### src/rtl/dmux_ce_xfer.sv
// Buffered word transfer from a full-rate producer to a ce_slow-gated consumer.
// Words are queued in a FIFO and handed over with a toggle req/ack loop.
module dmux_ce_xfer #(
    parameter int DATA_W   = 8,
    parameter int DEPTH    = 4,
    parameter int SYNC_STG = 2
) (
    input  logic                     clk,
    input  logic                     rst_n,
    input  logic                     ce_slow,
    input  logic [DATA_W-1:0]        data_in,
    input  logic                     data_in_valid,
    output logic                     data_in_ready,
    output logic [DATA_W-1:0]        data_out,
    output logic                     data_out_valid,
    output logic [$clog2(DEPTH):0]   fifo_level,
    output logic                     overflow
);

    localparam int AW = $clog2(DEPTH);
    localparam int CW = AW + 1;

    typedef enum logic {IDLE, BUSY} state_t;

    logic [DATA_W-1:0]     mem_q [DEPTH];
    logic [AW-1:0]         wr_ptr_q, rd_ptr_q;
    logic [CW-1:0]         count_q;
    logic                  full, empty, push, pop;

    state_t                state_q;
    logic [DATA_W-1:0]     hold_q;
    logic                  req_tgl_q;

    logic [SYNC_STG+1:0]   sreg_q;
    logic                  slow_edge, ack_tgl;
    logic [SYNC_STG-1:0]   ack_sync_q;
    logic                  ack_sync, ack_match;

    logic [DATA_W-1:0]     data_out_q;
    logic                  data_out_valid_q;
    logic                  overflow_q;

    // Full/empty come from the registered count only, so a same-cycle pop
    // never lets a write into a full FIFO.
    assign full      = (count_q == CW'(DEPTH));
    assign empty     = (count_q == '0);
    assign push      = data_in_valid & ~full;
    assign ack_match = (ack_sync == req_tgl_q);

    always_comb begin
        pop = 1'b0;
        case (state_q)
            IDLE:    pop = ~empty;
            BUSY:    pop = ack_match & ~empty;
            default: pop = 1'b0;
        endcase
    end

    always_ff @(posedge clk) begin
        if (push)
            mem_q[wr_ptr_q] <= data_in;
    end

    always_ff @(posedge clk or negedge rst_n) begin
        if (!rst_n) begin
            wr_ptr_q <= '0;
            rd_ptr_q <= '0;
            count_q  <= '0;
        end else begin
            if (push)
                wr_ptr_q <= wr_ptr_q + AW'(1);
            if (pop)
                rd_ptr_q <= rd_ptr_q + AW'(1);
            case ({push, pop})
                2'b10:   count_q <= count_q + CW'(1);
                2'b01:   count_q <= count_q - CW'(1);
                default: count_q <= count_q;
            endcase
        end
    end

    // Hold register only changes on a pop, so it is stable while a
    // toggle is outstanding.
    always_ff @(posedge clk or negedge rst_n) begin
        if (!rst_n) begin
            state_q   <= IDLE;
            hold_q    <= '0;
            req_tgl_q <= 1'b0;
        end else begin
            case (state_q)
                IDLE: if (!empty) state_q <= BUSY;
                BUSY: if (ack_match && empty) state_q <= IDLE;
                default: state_q <= IDLE;
            endcase
            if (pop) begin
                hold_q    <= mem_q[rd_ptr_q];
                req_tgl_q <= ~req_tgl_q;
            end
        end
    end

    // Slow side: sreg_q[0] re-times req_tgl, the rest form the synchroniser.
    assign slow_edge = sreg_q[SYNC_STG] ^ sreg_q[SYNC_STG+1];
    assign ack_tgl   = sreg_q[SYNC_STG+1];

    always_ff @(posedge clk or negedge rst_n) begin
        if (!rst_n) begin
            sreg_q           <= '0;
            data_out_q       <= '0;
            data_out_valid_q <= 1'b0;
        end else if (ce_slow) begin
            sreg_q           <= {sreg_q[SYNC_STG:0], req_tgl_q};
            data_out_valid_q <= slow_edge;
            if (slow_edge)
                data_out_q <= hold_q;
        end
    end

    assign ack_sync = ack_sync_q[SYNC_STG-1];

    always_ff @(posedge clk or negedge rst_n) begin
        if (!rst_n) begin
            ack_sync_q <= '0;
            overflow_q <= 1'b0;
        end else begin
            ack_sync_q <= {ack_sync_q[SYNC_STG-2:0], ack_tgl};
            overflow_q <= data_in_valid & full;
        end
    end

    assign data_in_ready  = ~full;
    assign fifo_level     = count_q;
    assign data_out       = data_out_q;
    assign data_out_valid = data_out_valid_q;
    assign overflow       = overflow_q;

endmodule

### config.mk
export PLATFORM = sky130hd
export DESIGN_NAME = dmux_ce_xfer
export DESIGN_NICKNAME = d
export VERILOG_FILES = /design/src/rtl/dmux_ce_xfer.sv
export SDC_FILE = /design/constraint.sdc
export NUM_CORES = 1
export LEC_CHECK = 0
export CAP_MARGIN = 20
export CORE_UTILIZATION = 55
export DETAILED_ROUTE_END_ITERATION = 10
export PLACE_DENSITY = 0.78
export SKIP_CTS_REPAIR_TIMING = 1
export SKIP_LAST_GASP = 1
export SYNTH_ARGS = -nofsm -noshare
export SYNTH_HDL_FRONTEND = slang
export SYNTH_SLANG_ARGS = --single-unit
### constraint.sdc
create_clock -name clk -period 2.9 [get_ports clk]
set_input_delay 0.58 -clock clk [delete_from_list [all_inputs] [get_ports clk]]
set_output_delay 0.58 -clock clk [all_outputs]
set_load 0.05 [all_outputs]
After elaboration in Yosys (flattened, before gate mapping)
Memory sizes are Yosys's and may differ from the RTL's. A register that Yosys moved wholly into a read port is not among the register bits.
Index checks and enable logic that the tools add are counted.
W data, S select, Z words.
{"block": "word_totals", "ff_bits": 25, "mem_bits_rw": 32, "in_bits": 12, "out_inout_bits": 14, "n_memories": 1}
{"block": "classes", "add_sub_neg": 4, "eq_ne": 4, "mux": 7, "bitwise_logic": 8, "n_reduce_logical": 5}
{"memory": "mem_q", "words": 4, "width": 8, "rd": 1, "rd_ports_with_merged_regs": 1, "wr": 1, "line_no": "25", "rtl": "logic [DATA_W-1:0] mem_q [DEPTH];"}
{"op": "$pmux W3 S2", "count": 1}
{"op": "$add A2 B1 Y2 const B", "count": 2}
{"op": "$mux W1", "count": 4}
{"op": "$not A1 Y1", "count": 4}
{"op": "$pmux W1 S2", "count": 2}
{"op": "$add A3 B1 Y3 const B", "count": 1}
{"op": "$and A1 B1 Y1", "count": 3}
{"op": "$eq A3 B3 Y1 const B", "count": 1}
{"op": "$logic_not A3 Y1", "count": 1}
{"op": "$sub A3 B1 Y3 const B", "count": 1}
{"op": "$eq A2 B1 Y1 const B", "count": 1}
{"op": "$eq A2 B2 Y1 const B", "count": 1}
{"op": "$reduce_and A2 Y1", "count": 1}
{"op": "$reduce_bool A2 Y1", "count": 1}
{"op": "$eq A1 B1 Y1", "count": 1}
{"op": "$logic_and A1 B1 Y1", "count": 1}
{"op": "$logic_not A1 Y1", "count": 1}
{"op": "$xor A1 B1 Y1", "count": 1}

Logic depth before layout (Yosys ltp)
{"block": "depth", "ltp_word": 6, "depth_mapped": 10, "ltp_nobuf": 9}

Worst setup path before layout
No wires, ideal clock.
{"block": "synth_timing", "kind": "reg2reg", "start": "reg count_q[2], in the netlist fifo_level[2]", "end": "reg count_q[2], in the netlist fifo_level[2]", "setup_time_ps": 82, "arrival_ps": 2399, "setup_slack_ps": 419, "stages_incl_launch_ff": 11, "path_cell_list": "dfrtp_1 -> or3b_1 -> buf_6 -> and2_4 -> inv_1 -> ha_1 -> inv_1 -> fa_1 -> xor2_1 -> nor2_1 -> xor2_1"}
{"block": "synth_between", "word_cells_on_any_way": 13}
{"item": "start: declaration", "line_no": "27", "rtl": "logic [CW-1:0] count_q;"}
{"item": "start signal: assignment", "line_no": "75", "rtl": "2'b10: count_q <= count_q + CW'(1);"}
{"item": "start signal: assignment", "line_no": "76", "rtl": "2'b01: count_q <= count_q - CW'(1);"}
{"item": "start signal: assignment", "line_no": "77", "rtl": "default: count_q <= count_q;"}
{"item": "$eq A3 B3 Y1 (*)", "line_no": "45", "rtl": "assign full = (count_q == CW'(DEPTH));"}
{"item": "$not A1 Y1 (*)"}
{"item": "net data_in_ready", "line_no": "13", "rtl": "output logic data_in_ready,"}
{"item": "$and A1 B1 Y1 (*)", "line_no": "47", "rtl": "assign push = data_in_valid & ~full;"}
{"item": "$eq A2 B1 Y1 or $eq A2 B2 Y1 (tied branches)", "line_no": "74", "rtl": "case ({push, pop})"}
{"item": "$pmux W3 S2 or $reduce_bool A2 Y1 (tied branches)"}
Mark *: on every way through the listed nets, which the timed path passes. The rest lies on a longest branch.
A chain may end at the register's enable or synchronous reset.

Final worst setup path
{"block": "layout_timing", "start": "reg count_q[0], in the netlist fifo_level[0]", "end": "out data_in_ready"}
{"block": "layout_between", "elab_chain_cells": 2}
{"item": "$eq A3 B3 Y1", "line_no": "45"}
{"item": "$not A1 Y1", "line_no": "131", "rtl": "assign data_in_ready = ~full;"}
{"item": "end: declaration", "line_no": "13"}
Every way passes these cells.

==> reports/qor.csv <==
metric;value;unit
yosys_warnings;0;
path_cells;or3b_1, clkdlybuf4s50_1;
powerDensity;1260;mW/mm2
io_pins;26;
fin_hold_ws;0.359;ns
required;2.32;ns
clk_latency;0.34;ns
grt_overflow_total;0;
grt_max_degree;34;
worst-slew-pin-transition;0.541;ns
rsz0062_at_grt;false;
final-max-slew-violation-count;0;
drt_iter0_drc;56;
drcViolationCount;0;
fillCellCount;295;
vias;1223;
antenna_cells;0;
synth_cell_types;24;
fin_nets;190;
yosysSeqAreaShare;70.6;%
setup_tns;0;ns
met1_length;1.69;mm
place_hpwl;2.54;mm
hold_class;register to register;
postRouteAntennaNets;0;
avgSynthCellArea;18.2;um2
crit_slowest_cell;clkdlybuf4s50_1;
ir_drop;771;uV
setup_viol;0;
critPathMaxFanout;7;
antenna_found_initial;0;
clockRootBuffer;clkbuf_8;
syn_area;0.00253;mm2
synthCells;139;
wirelength;3.84;mm
worstSetupPathType;register to output pin;
grt_pass1_wl;6.51;mm
first_pass_iters;4;
drive_gt1_share;26.6;%
via_per_inst;5.34;
hold_viol_final;0;
met2_length;1.90;mm
ys_ff_latch;65;
dpl.cell_count;213;
grt_pass1_vias;1292;
topRoutingLayerUsed;met4;
synth_top_area_share;38.0;%
p_leak;1.19;nW
finalNonFillerCells;229;
fp.dieH;69.8;um
rows;24;
synthTopCellsByArea;edfxtp_1 38%, dfrtp_1 33%, mux2_2 8.5%;
cts_htree_levels;3;
clockBufferDepth;2;
cap_violations;0;
grt_util_all_layers;18.8;%
cts_made_buffers;9;
fp.dieArea;0.00487;mm2
setup.worst_path.end_class;output pin;
yosys.area.top_type;edfxtp_1;
die_w;69.8;um
syn_nets;157;
fin_skew;0.00596;ns
max_slew_margin;63.9;%
clk_transition_reported_paths;0.07;ns
max_clock_freq;385;MHz
rrSetupSlack;0.60;ns
start_kind;register;
wl_met3;146;um
initial_utilization;57.7;%
finalCritPeriodShare;89.7;%
cts_tree;built;
portBuffers;25;
dpl_worst_slack;0.482;ns
wl_per_cell;16.8;um
cp.arrival;2.02;ns
cts.sinks;65;
max_stage_delay;0.74;ns
core;0.00438;mm2
status;finished clean;
fin_crit;2.60;ns
setup_ws;0.300;ns
area_delta_synth_final;19.0;%
place_congestion;0.768;
finalPower;3.80;mW
-- flip-flops by register name (all words and copies together), names as in the netlist, 2 cells and up --
name,cells
hold_q,8
wr_ptr_q,2
data_out,8
ack_sync_q,2
rd_ptr_q,2
fifo_level,3
sreg_q,4
mem_q,32
-- placed cells by master (no fill, tap or decap), drive strengths merged, types with 4 or more instances in the layout --
cell type      instances
mux4                   8
dfrtp                 33
xor2                   6
clkdlybuf4s50         25
inv                    9
and3                   4
ha                     5
edfxtp                32
clkbuf                12
mux2                  21
-- critical path: cells and delay by family (launching register included) --
family / cells / cell delay, ns
and+or+nand+nor: 1 / 0.50
DFF: 1 / 0.43
buffers and inverters: 1 / 0.74
-- power breakdown --
part,switching [mW],total [mW],internal [mW]
Sequential,0.213,1.54,1.32
Combinational,0.814,1.55,0.737
Clock,0.320,0.712,0.392
-- Yosys cell counts, drive strengths merged --
cell type	number
or3b	1
mux2	21
nor3	1
and3	4
dfrtp	33
mux2i	1
mux4	8
edfxtp	32
inv	9
fa	1
xor2	6
o21ai	1
a21oi	1
clkbuf	2
nor2	2
a211oi	1
ha	5
xnor2	3
and2	1
nand2	3
buf	3
-- cell families (layout without fill, tap and decap cells) --
family	Yosys count	in the layout	share of synthesized area (%)
adders and majority gates	6	6	3.26
AOI/OAI and AO/OA	3	3	0.692
muxes	30	30	17.0
DFF	65	65	70.6
xor gates and xnor gates	9	9	3.12
and+or+nand+nor	12	12	2.82
buffers and inverters	14	52	2.47
-- metrics by stage --
step / util [%] / cell area (um2)
after floorplan: - / 2530
after global placement: 64.6 / 2830
after detailed placement: 64.6 / 2830
after CTS: 68.7 / 3010
after global routing: 68.7 / 3010
final: 68.7 / 3010
-- layout make-up --
type,instances,area (um2),area share [%]
clock buffers,12,135,4.49
clock inverters,4,43.8,1.45
inverters,9,33.8,1.12
multi-input cells,60,681,22.6
flip-flops and latches,65,1790,59.4
well taps,52,65.1,2.16
repair buffers,27,265,8.81
-- per-layer routing --
layer,vias up,track usage (%)
met5,-,0
met4,0,12.7
met3,10,4.80
met2,28,30.3
met1,614,22.1
li1,571,-
-- worst paths after layout --
kind | cells after the start | endpoint | startpoint
setup / recovery | 2 | data_in_ready | fifo_level[0]
hold / removal | 0 | ack_sync_q[1] | ack_sync_q[0]
setup reg to reg | 9 | fifo_level[2] | fifo_level[0]
hold reg to reg | 0 | ack_sync_q[1] | ack_sync_q[0]
max in group asynchronous | 2 | ack_sync_q[1] | rst_n
min in group asynchronous | 2 | data_out[2] | rst_n
(Power assumes the default switching activity.)
